$ cat src/rtl/alu_cmd_sequencer.sv
// alu_cmd_sequencer: buffers ALU commands in a small FIFO and issues them one at a
// time to a registered N-bit signed ALU. Each result is captured and handed to the
// consumer over a valid/ready handshake, tagged with its opcode.
//
// Handshakes: a transfer happens on a posedge where valid and ready are both 1.
// Valid never depends combinationally on ready. Once res_valid is raised, it holds
// res_data, res_opcode and res_illegal stable until the transfer.
module alu_cmd_sequencer #(
  parameter int N     = 8,
  parameter int DEPTH = 4
) (
  input  logic         clk,
  input  logic         rst,
  input  logic         cmd_valid,
  output logic         cmd_ready,
  input  logic [1:0]   cmd_opcode,
  input  logic [N-1:0] cmd_a,
  input  logic [N-1:0] cmd_b,
  output logic         alu_ena,
  output logic [1:0]   alu_opcode,
  output logic [N-1:0] alu_data1,
  output logic [N-1:0] alu_data2,
  input  logic [N:0]   alu_y,
  output logic         res_valid,
  input  logic         res_ready,
  output logic [N:0]   res_data,
  output logic [1:0]   res_opcode,
  output logic         res_illegal,
  output logic [15:0]  op_count,
  output logic [1:0]   fsm_state
);

  localparam int AW = (DEPTH > 1) ? $clog2(DEPTH) : 1;
  localparam int CW = AW + 1;
  localparam int EW = 2 + 2 * N;

  typedef enum logic [1:0] {
    IDLE    = 2'd0,
    ISSUE   = 2'd1,
    CAPTURE = 2'd2,
    HOLD    = 2'd3
  } state_t;

  state_t state_q;
  state_t state_d;

  logic [EW-1:0] mem [DEPTH];
  logic [AW-1:0] wr_ptr;
  logic [AW-1:0] rd_ptr;
  logic [CW-1:0] count;
  logic          full;
  logic          empty;
  logic          push;
  logic          pop;
  logic [EW-1:0] head;

  logic issue_load;
  logic capture_en;
  logic handoff;

  assign full      = (count == CW'(DEPTH));
  assign empty     = (count == '0);
  assign cmd_ready = ~full;
  assign push      = cmd_valid & ~full;
  assign pop       = issue_load;
  assign head      = mem[rd_ptr];
  assign fsm_state = state_q;

  // FIFO storage: write the incoming command at the write pointer
  always_ff @(posedge clk) begin
    if (push) begin
      mem[wr_ptr] <= {cmd_opcode, cmd_a, cmd_b};
    end
  end

  // FIFO pointers and occupancy; pointers wrap naturally since DEPTH is a power of 2
  always_ff @(posedge clk) begin
    if (rst) begin
      wr_ptr <= '0;
      rd_ptr <= '0;
      count  <= '0;
    end else begin
      if (push) wr_ptr <= wr_ptr + 1'b1;
      if (pop)  rd_ptr <= rd_ptr + 1'b1;
      case ({push, pop})
        2'b10:   count <= count + 1'b1;
        2'b01:   count <= count - 1'b1;
        default: count <= count;
      endcase
    end
  end

  // State register
  always_ff @(posedge clk) begin
    if (rst) begin
      state_q <= IDLE;
    end else begin
      state_q <= state_d;
    end
  end

  // Next-state logic: one op in flight, result must be handed off before the next issue
  always_comb begin
    state_d = state_q;
    case (state_q)
      IDLE:    if (!empty) state_d = ISSUE;
      ISSUE:   state_d = CAPTURE;
      CAPTURE: state_d = HOLD;
      HOLD:    if (res_ready) state_d = empty ? IDLE : ISSUE;
      default: state_d = IDLE;
    endcase
  end

  // Output decode: strobes that drive the registered datapath below
  always_comb begin
    issue_load = 1'b0;
    capture_en = 1'b0;
    handoff    = 1'b0;
    case (state_q)
      IDLE:    issue_load = !empty;
      CAPTURE: capture_en = 1'b1;
      HOLD: begin
        handoff    = res_ready;
        issue_load = res_ready & !empty;
      end
      default: ;
    endcase
  end

  // ALU drive: load operands on the issue edge; they hold while alu_ena is low
  always_ff @(posedge clk) begin
    if (rst) begin
      alu_ena    <= 1'b0;
      alu_opcode <= 2'b00;
      alu_data1  <= '0;
      alu_data2  <= '0;
    end else begin
      alu_ena <= issue_load;
      if (issue_load) begin
        {alu_opcode, alu_data1, alu_data2} <= head;
      end
    end
  end

  // Result capture and consumer handshake; alu_opcode still reflects the issued op here
  always_ff @(posedge clk) begin
    if (rst) begin
      res_valid   <= 1'b0;
      res_data    <= '0;
      res_opcode  <= 2'b00;
      res_illegal <= 1'b0;
    end else if (capture_en) begin
      res_valid   <= 1'b1;
      res_data    <= alu_y;
      res_opcode  <= alu_opcode;
      res_illegal <= (alu_opcode == 2'b11);
    end else if (handoff) begin
      res_valid   <= 1'b0;
    end
  end

  // Count of results handed off, saturating
  always_ff @(posedge clk) begin
    if (rst) begin
      op_count <= '0;
    end else if (handoff && (op_count != 16'hFFFF)) begin
      op_count <= op_count + 16'd1;
    end
  end

endmodule
$ cat config.mk
export PLATFORM = sky130hd
export DESIGN_NAME = alu_cmd_sequencer
export DESIGN_NICKNAME = d
export VERILOG_FILES = /design/src/rtl/alu_cmd_sequencer.sv
export SDC_FILE = /design/constraint.sdc
export NUM_CORES = 1
export LEC_CHECK = 0
export CAP_MARGIN = 20
export CORE_UTILIZATION = 48
export DETAILED_ROUTE_END_ITERATION = 8
export PLACE_DENSITY = 0.76
export SLEW_MARGIN = 0
export SYNTH_ARGS = -nofsm -noshare
export SYNTH_HDL_FRONTEND = slang
export SYNTH_SLANG_ARGS = --single-unit
$ cat constraint.sdc
create_clock -name clk -period 2.7 [get_ports clk]
set_clock_uncertainty 0.1 [all_clocks]
set_input_delay 0.27 -clock clk [delete_from_list [all_inputs] [get_ports clk]]
set_output_delay 0.27 -clock clk [all_outputs]
set_load 0.01 [all_outputs]
Word level (Yosys, flattened, before mapping)
Memories as Yosys holds them, arrays and structs flattened. A register that Yosys moved wholly into a read port is not among the register bits.
Index checks and enable logic that the tools add are counted.
{ "word_totals": {"register_bits": 39, "latch_bits": 0, "ram_bits": 72, "mem_bits_ro": 0, "input_bits": 31, "out_inout_bits": 51, "elab_cells": 48, "n_memories": 1} }
{ "mem_list": {"columns": ["name", "words", "width", "read_ports", "rd_ports_with_merged_regs", "write_ports", "line", "source"], "rows": [
  ["mem", 4, 18, 1, 1, 1, "47", "logic [EW-1:0] mem [DEPTH];"]
]} }
{ "classes": {"add_sub_neg": 5, "n_mul": 0, "div_mod_pow": 0, "order_cmp": 0, "n_eq_ne": 10, "shifts": 0, "muxes": 12, "bitwise_logic": 3, "reduce_logical": 7} }
{ "op_table": {"columns": ["operator", "n"], "rows": [
  ["adder 16 x 1 -> 16 bit (second input constant)", 1],
  ["!= test 16 bit (second input constant)", 1],
  ["== test 2 bit (second input constant)", 4],
  ["one-hot mux 2 bit (4 select lines)", 1],
  ["two-way mux 1 bit", 7],
  ["one-hot mux 3 bit (2 select lines)", 1],
  ["adder 2 x 1 -> 2 bit (second input constant)", 2],
  ["== test 2 x 1 -> 1 bit (second input constant)", 2],
  ["two-way mux 2 bit", 2],
  ["!= test 2 bit (second input constant)", 2],
  ["nonzero test 2 bit", 2],
  ["adder 3 x 1 -> 3 bit (second input constant)", 1],
  ["== test 3 bit (second input constant)", 1],
  ["logical NOT 3 bit", 1],
  ["subtractor 3 x 1 -> 3 bit (second input constant)", 1],
  ["AND 1 bit", 2],
  ["logical NOT 2 bit", 1],
  ["one-hot mux 1 bit (2 select lines)", 1],
  ["AND reduction 2 bit", 1],
  ["logical AND 1 bit", 1],
  ["logical NOT 1 bit", 1],
  ["inverter 1 bit", 1]
]} }

Logic depth before layout (Yosys ltp)
Gate-level depths: netlist of run 1.
{ "logic_depth": {"word_depth": 6, "depth_mapped": 12} }

Worst setup path before layout of run 1
Ideal clock, no wire load.
{ "synth_timing": {"kind": "register to register", "start": "register state_q[0] (netlist: fsm_state[0])", "end": "register count[2]", "setup_time_ns": 0.070, "arrival_ns": 2.735, "required_ns": 2.530, "path_slack_ns": -0.205, "path_stages_with_launch": 12, "period_less_slack_ns": 2.905, "cell_sequence": "dfxtp_1 -> inv_1 -> ha_1 -> or3_1 -> inv_1 -> clkbuf_1 -> ha_1 -> inv_1 -> fa_1 -> xor2_1 -> or3_1 -> a21oi_1"} }
{ "synth_via": {"elab_chain_len": 4, "word_cells_on_any_way": 7} }
{ "synth_rtl": {"columns": ["element", "line", "source"], "rows": [
  ["start: declaration", "44", "state_t state_q;"],
  ["start signal: assignment", "98", "state_q <= state_d;"],
  ["== test 2 bit or logical NOT 2 bit (tied branches)", "119", "case (state_q)"],
  ["one-hot mux 1 bit (2 select lines) (*)", "119", null],
  ["net issue_load", "57", "logic issue_load;"],
  ["== test 2 x 1 -> 1 bit or == test 2 bit (tied branches)", "85", "case ({push, pop})"],
  ["one-hot mux 3 bit (2 select lines) or nonzero test 2 bit (tied branches)", null, null],
  ["end signal: assignment", "86", "2'b10: count <= count + 1'b1;"],
  ["end signal: assignment", "87", "2'b01: count <= count - 1'b1;"],
  ["end signal: assignment", "88", "default: count <= count;"],
  ["end: declaration", "50", "logic [CW-1:0] count;"]
]} }
Mark *: on every way through the listed nets, which the timed path passes. The rest lies on a longest branch.
A chain may end at the register's enable or synchronous reset.

Worst setup path after layout of run 1
{ "layout_timing": {"start": "register count[0]", "end": "register count[2]"} }
{ "layout_via": {"elab_chain_len": 6, "word_cells_on_any_way": 13} }
{ "layout_rtl": {"columns": ["element", "line", "source"], "rows": [
  ["logical NOT 3 bit", "62", "assign empty = (count == '0);"],
  ["logical NOT 1 bit", "120, 124", null],
  ["AND 1 bit", "124", "issue_load = res_ready & !empty;"],
  ["one-hot mux 1 bit (2 select lines)", "119", null],
  ["== test 2 x 1 -> 1 bit or == test 2 bit (tied branches)", "85", null],
  ["one-hot mux 3 bit (2 select lines) or nonzero test 2 bit (tied branches)", null, null]
]} }
Parallel ways exist; a longest one is shown, timed or not.

==> metrics.yaml, run 1 <==
status:
  status: "completed"
detailed_routing:
  drt-initial-drc-count: 153
  drc: 0
  viasPerCell: 5.32
  first_pass_iters: 5
  wl_per_cell_um: 16.5
  via_count: 3332
  final_antenna_net_count: 0
  wirelength_um: 10300
timing:
  worstMarginPinSlew_ns: 0.778
  setup_tns_ns: 0
  period_minus_slack_ns: 2.58
  max_freq_mhz: 388
  finalMaxSlewViolations: 0
  relSlewSlack_pct: 47.6
  finalHoldViolations: 0
  setup_viol: 0
  rsz0062_at_grt: "no"
  timing.final.crit_share_pct: 95.4
power:
  p_sw_uw: 1760
  clockPowerShare_pct: 33.4
  ir_worst_vdd_uv: 537
  switching_share_pct: 29.3
  p_comb_share_pct: 24.4
  p_int_uw: 4250
  powerDensity_nw_per_um2: 909
  seqPwrFrac_pct: 42.1
  p_leak_uw: 0.00223
worst_hold_path:
  hp-start: "rst"
  min_path_type: "in -> reg"
critical_path:
  crit_type: "reg -> reg"
  path_buf_inv: 2
  timing.rr.start: "count[0]$_SDFFE_PP0P_"
  crit_path_start: "count[0]$_SDFFE_PP0P_"
  worstSetupStartpointType: "flip-flop"
  cp_slowest_cell: "or3b_1"
  worstPathMaxFanout: 6
  path_cells: "or3b_1 > and2_1 > inv_1 > ha_2 > inv_1 > fa_1 > xor2_1 > or3_1 > a21oi_1"
  arrival_ns: 2.92
  cpMostUsedCell: "inv_1"
  crit_family: "simple AND/OR/NAND/NOR gates"
  slowest_delay_ns: 0.46
  crit_required_ns: 3.04
  endpoint_kind: "flip-flop"
job:
  maxCapViolations: 0
finish:
  filler_cell_count: 751
  antenna_cells: 0
  drive_gt1_share_pct: 15.9
  stdcell_count: 626
  areaGrowthSynthToFinish_pct: 29.4
  nets: 519
grt:
  grt_pass1_wl_um: 16500
  antenna_found_initial: 0
  grt_max_degree: 29
  track_usage_pct: 19.9
  grt_overflow_total: 0
  first_global_vias: 3356
synth:
  syn_inst: 382
  synth_area_leaders: "edfxtp_1 (42%), dfxtp_1 (22%), mux4_2 (7.9%), a21oi_1 (3.6%), nand2_1 (3.2%)"
  yosysSeqAreaShare_pct: 64.6
  synth-simple-area-share_pct: 11.5
  synth_compound_area_share_pct: 5.63
  synth_top_family_by_area: "simple AND/OR/NAND/NOR gates"
  syn_nets: 424
  syn_area_per_cell_sq_um: 13.4
  synthXorXnorAreaFrac_pct: 0.856
  synth_seq_cells: 129
  synth_cell_type_count: 42
  synth_mux_area_share_pct: 11.3
  netlist_area_sq_um: 5110
  yosysTopAreaCellShare_pct: 42.3
  synth-adder-area-share_pct: 2.84
  synth_top_cell_by_area: "edfxtp_1"
  yosysWarnings: 0
floorplanning:
  core_area_sq_um: 10300
  start_util_pct: 49.5
  die_w_um: 105
  die-area_sq_um: 11100
  io_pins: 82
  rows: 37
  die_h_um: 105
clock_tree:
  hold_buffers: 0
  insertion_delay_ns: 0.52
  cts_tree: "built"
  cts_made_buffers: 17
  cts_setup_buffers: 0
  clk_pin_slew_ns: 0.06
  numClockSinks: 129
  cts_buffer_depth: 2
  htreeDepth: 4
  cts_root_buf: "clkbuf_8"
placement:
  place_congestion: 0.787
  dpl.hpwl_um: 6410
  dp_cells: 594
  io_buffers: 81
layout by cell type (no fill, tap or decap), types with 2 or more instances in the layout:
cell             instances
a21oi_1                 37
and3_1                   5
and4_1                   2
buf_4                   14
clkbuf_16               16
clkdlybuf4s50_1         80
clkinv_2                 3
clkinv_4                 3
clkinvlp_4               4
dfxtp_1                 55
edfxtp_1                72
ha_1                     8
inv_1                    9
inv_2                    2
inv_6                    3
mux2_2                   2
mux2i_1                 15
mux4_2                  18
nand2_1                 44
nand2b_1                 3
nand3_1                  6
nand4_1                  4
nand4_2                  2
nor2_1                  25
nor2b_1                  3
nor3_1                   6
nor4_1                   2
o21ai_0                  7
o31ai_1                  5
or3_1                    5
or3_2                    2
or4_1                    5
xnor2_1                  3
xor2_1                   2
timing repair:
item | in CTS | in global routing
setup endpoints to repair | 1 | 1
gates resized for setup | 1 | 4
cloned | 0 | 0
pin swaps | 0 | 0
per-layer routing:
| metal | track usage [%] | up-vias | routed length, um |
|---|---|---|---|
| met4 | 9.26 | 0 | 165 |
| li1 | - | 1606 | - |
| met1 | 23.9 | 1602 | 4260 |
| met5 | 0 | - | 0 |
| met3 | 5.50 | 16 | 601 |
| met2 | 33.2 | 108 | 5290 |
worst paths after layout:
path,end,slack (ns),cells after the start
worst max-delay path,count[2]$_SDFFE_PP0P_,0.12,9
worst min-delay path,res_data[1]$_SDFFE_PP0P_,0.11,2
worst max register to register,count[2]$_SDFFE_PP0P_,0.12,9
worst min register to register,alu_data1[3]$_SDFFE_PP0P_,0.36,2
cell families (layout without fill, tap and decap cells):
logic type                 count (synthesis)  after routing
DFF                                      129            129
xor gates and xnor gates                   5              5
AOI/OAI and AO/OA                         53             53
and+or+nand+nor                          119            119
buffers and inverters                     30            138
adders and majority gates                 11             11
muxes                                     35             35
power groups by stage:
stage | Clock, uW | Sequential, uW | Combinational (uW)
3_5_place_dp | 0 | 2570 | 1440
5_1_grt | 2140 | 2560 | 1600
2_1_floorplan | 0 | 2610 | 777
6_report | 2010 | 2530 | 1470
4_1_cts | 2050 | 2530 | 1480
3_3_place_gp | 0 | 2550 | 1410
worst reg2reg max path: stages, from the launching register on:
cell and delay, ns:
dfxtp_1 0.35, or3b_1 0.47, and2_1 0.22, inv_1 0.09, ha_2 0.19, inv_1 0.06
fa_1 0.37, xor2_1 0.18, or3_1 0.31, a21oi_1 0.16
cell usage after synthesis:
master	count
dfxtp_1	57
buf_1	2
and3_1	5
clkbuf_8	2
nand3_1	6
clkbuf_1	11
nand2_1	44
inv_1	11
nand2b_1	3
xnor2_1	3
and2_1	1
nor3_1	6
or4_1	5
fa_1	1
or3_2	2
or2_2	1
buf_6	1
a2111oi_0	1
nand4_2	2
mux2i_1	15
ha_1	10
and4_1	2
nor2b_1	3
a21boi_0	1
nor4b_1	1
a21oi_1	37
clkbuf_2	1
edfxtp_1	72
nor4_1	2
or3b_1	1
o21ai_0	7
mux4_2	18
nor2_1	25
nand4_1	4
buf_12	1
a211oi_1	1
mux2_2	2
o31ai_1	5
xor2_1	2
a31oi_1	1
buf_8	1
or3_1	6
flip-flops by register name, indices dropped and copies added, names as in the netlist, 3 cells and up:
signal,cells
res_data,9
alu_data1,8
count,3
op_count,16
alu_data2,8
mem,72
area by class of cell:
class	instances	area, sq um	area share (%)
sequential	129	3310	50.0
clock buffer	18	418	6.31
clock inverter	14	109	1.64
timing repair buffer	95	911	13.8
inverter	11	41.3	0.624
tap	136	170	2.57
multi-input combinational	223	1660	25.1
per-stage QoR:
| stage | setup WS, ns | hold WS (ns) | area [sq um] | utilization (%) | total power [uW] |
|---|---|---|---|---|---|
| final | 0.125 | 0.107 | 6620 | 64.1 | 6020 |
| after global routing | 0.0170 | 0.136 | 6620 | 64.1 | 6300 |
| after CTS | 0.0234 | 0.102 | 6610 | 64.1 | 6060 |
| after floorplan | 0.0174 | 0.269 | 5130 | - | 3390 |
| after detailed placement | -0.0203 | 0.350 | 6070 | 58.8 | 4010 |
| after global placement | 0.0947 | 0.344 | 6070 | 58.8 | 3950 |
Power figures use the tool's default switching activity.
==> inputs of run 2 (changes only) <==
--- a/config.mk
+++ b/config.mk
@@ -9,6 +9,7 @@
 export CORE_UTILIZATION = 48
 export DETAILED_ROUTE_END_ITERATION = 8
 export PLACE_DENSITY = 0.76
+export SETUP_SLACK_MARGIN = 0.1
 export SLEW_MARGIN = 0
 export SYNTH_ARGS = -nofsm -noshare
 export SYNTH_HDL_FRONTEND = slang
==> run 2 against run 1 <==
Net effect: sequential cell count unchanged; clock-buffer cell count grew 1; clock power increased by 8%; via count grew 0.60%; largest cell class unchanged; critical path depth grew 1; combinational power hardly changed; core utilization up 0.47 points; sequential power hardly changed.
==> metrics.yaml, run 2 (synthesized netlist as in run 1, its figures left out) <==
placement:
  place_congestion: 0.776  # was 0.787
  dpl-instance-area_sq_um: 6090  # was 6070 sq um
  io_buffers: 81  # unchanged
  dpl_worst_slack_ns: -0.00263  # was -0.0203 ns
  dpl.hpwl_um: 6610  # was 6410 um
job:
  maxCapViolations: 0  # unchanged
timing:
  setup_viol: 0  # unchanged
  max_freq_mhz: 401  # was 388 MHz
  setup_ws_ns: 0.207  # was 0.125 ns
  relSlewSlack_pct: 46.4  # was 47.6%
  worstMarginPinSlew_ns: 0.797  # was 0.778 ns
  finalHoldViolations: 0  # unchanged
  timing.final.crit_share_pct: 92.3  # was 95.4%
  finalMaxSlewViolations: 0  # unchanged
  rsz0062_at_grt: "no"  # unchanged
  period_minus_slack_ns: 2.49  # was 2.58 ns
floorplanning:
  die_h_um: 105  # unchanged
  start_util_pct: 49.5  # unchanged
  core_area_sq_um: 10300  # unchanged
  rows: 37  # unchanged
  die_w_um: 105  # unchanged
  io_pins: 82  # unchanged
  die-area_sq_um: 11100  # unchanged
clock_tree:
  hold_buffers: 0  # unchanged
  cts_buffer_depth: 2  # unchanged
  numClockSinks: 129  # unchanged
  clk_pin_slew_ns: 0.06  # about the same
  cts_setup_buffers: 0  # unchanged
  insertion_delay_ns: 0.51  # was 0.52 ns
  htreeDepth: 4  # unchanged
  cts_made_buffers: 17  # unchanged
  cts_tree: "built"  # unchanged
  cts_root_buf: "clkbuf_8"  # unchanged
finish:
  layout_common_cells: "clkdlybuf4s50_1 (80), edfxtp_1 (72), dfxtp_1 (55)"  # unchanged
  regMostFlops: "mem"  # unchanged
  areaGrowthSynthToFinish_pct: 30.4  # was 29.4%
  nets: 519  # unchanged
  antenna_cells: 0  # unchanged
  largest_reg_flops: 72  # unchanged
  finish.instance_area_sq_um: 6670  # was 6620 sq um
  reg_top3: "mem x72, op_count x16, res_data x9"  # unchanged
  drive_gt1_share_pct: 16.3  # was 15.9%
  mostFrequentLayoutCell: "clkdlybuf4s50_1"  # unchanged
critical_path:
  worstPathMaxFanout: 5  # was 6
  crit_family: "adder cells"  # was simple AND/OR/NAND/NOR gates
  path_buf_inv: 3  # was 2
  slowest_delay_ns: 0.39  # was 0.46 ns
  cp_slowest_cell: "or3_4"  # was or3b_1
  worstSetupStartpointType: "flip-flop"  # unchanged
  crit_type: "reg -> reg"  # unchanged
  endpoint_kind: "flip-flop"  # unchanged
  arrival_ns: 2.83  # was 2.92 ns
  cpMostUsedCell: "inv_2"  # was inv_1
  path_cells: "inv_2 > ha_4 > or3_4 > inv_2 > ha_2 > inv_1 > fa_2 > xor2_1 > or3_1 > a21oi_1"  # was or3b_1 > and2_1 > inv_1 > ha_2 > inv_1 > fa_1 > xor2_1 > or3_1 > a21oi_1
  crit_required_ns: 3.03  # was 3.04 ns
power:
  powerDensity_nw_per_um2: 929  # was 909 nW/um^2
  p_leak_uw: 0.00226  # was 0.00223 uW
  ir_worst_vdd_uv: 679  # was 537 uV
worst_hold_path:
  min_path_type: "in -> reg"  # unchanged
grt:
  track_usage_pct: 19.8  # was 19.9%
  first_global_vias: 3423  # was 3356
  antenna_found_initial: 0  # unchanged
  grt_overflow_total: 0  # unchanged
  grt_pass1_wl_um: 16600  # was 16500 um
  grt_max_degree: 44  # was 29
detailed_routing:
  drc: 0  # unchanged
  first_pass_iters: 4  # was 5
  final_antenna_net_count: 0  # unchanged
  wirelength_um: 10400  # was 10300 um
  drt-initial-drc-count: 187  # was 153
  wl_per_cell_um: 16.6  # was 16.5 um
  via_count: 3352  # was 3332
  viasPerCell: 5.35  # was 5.32
status:
  status: "completed"  # unchanged
run 2: power by group:
group / total (uW) / switching (uW) / internal [uW]
clock network: 2170 / 829 / 1340
logic: 1490 / 755 / 734
registers: 2540 / 147 / 2390
run 2: final timing paths:
path | from | end | slack (ns) | cells past startpoint
worst max-delay path | fsm_state[0]$_SDFFE_PP0P_ | count[2]$_SDFFE_PP0P_ | 0.21 | 10
worst min-delay path | rst | alu_ena$_SDFF_PP0_ | 0.24 | 2
worst max register to register | fsm_state[0]$_SDFFE_PP0P_ | count[2]$_SDFFE_PP0P_ | 0.21 | 10
worst min register to register | alu_data2[6]$_SDFFE_PP0P_ | alu_data2[6]$_SDFFE_PP0P_ | 0.36 | 2
run 2: final cells by class:
type | count | area [sq um]
repair buffers | 95 | 911
clock buffers | 19 | 432
inverters | 11 | 41.3
flip-flops and latches | 129 | 3310
clock inverters | 13 | 139
multi-input cells | 223 | 1670
well taps | 136 | 170
fillers | 765 | 3650
run 2: routing by layer:
metal  GRT usage, %  share of wire (%)  up-vias
li1               -                  -     1597
met1           23.0                 43     1652
met2           34.4                 51       84
met3           5.26                4.2       19
met4           8.85                2.1        0
met5              0                  0        -
run 2: repair_timing:
item | CTS | global route
setup endpoints to repair | 0 | 1
hold endpoints to repair | 0 | 0
gates resized for setup | 0 | 4
run 2: per-stage QoR:
step | util (%) | hold WS (ns) | setup TNS [ns] | cells | total power (uW)
CTS | 64.5 | 0.225 | 0 | 626 | 6230
finish | 64.6 | 0.239 | 0 | 626 | 6190
floorplan | - | 0.269 | 0 | 382 | 3400
detailed placement | 59.0 | 0.348 | -0.00263 | 594 | 4050
global placement | 59.0 | 0.346 | 0 | 594 | 3980
global route | 64.6 | 0.261 | 0 | 626 | 6480
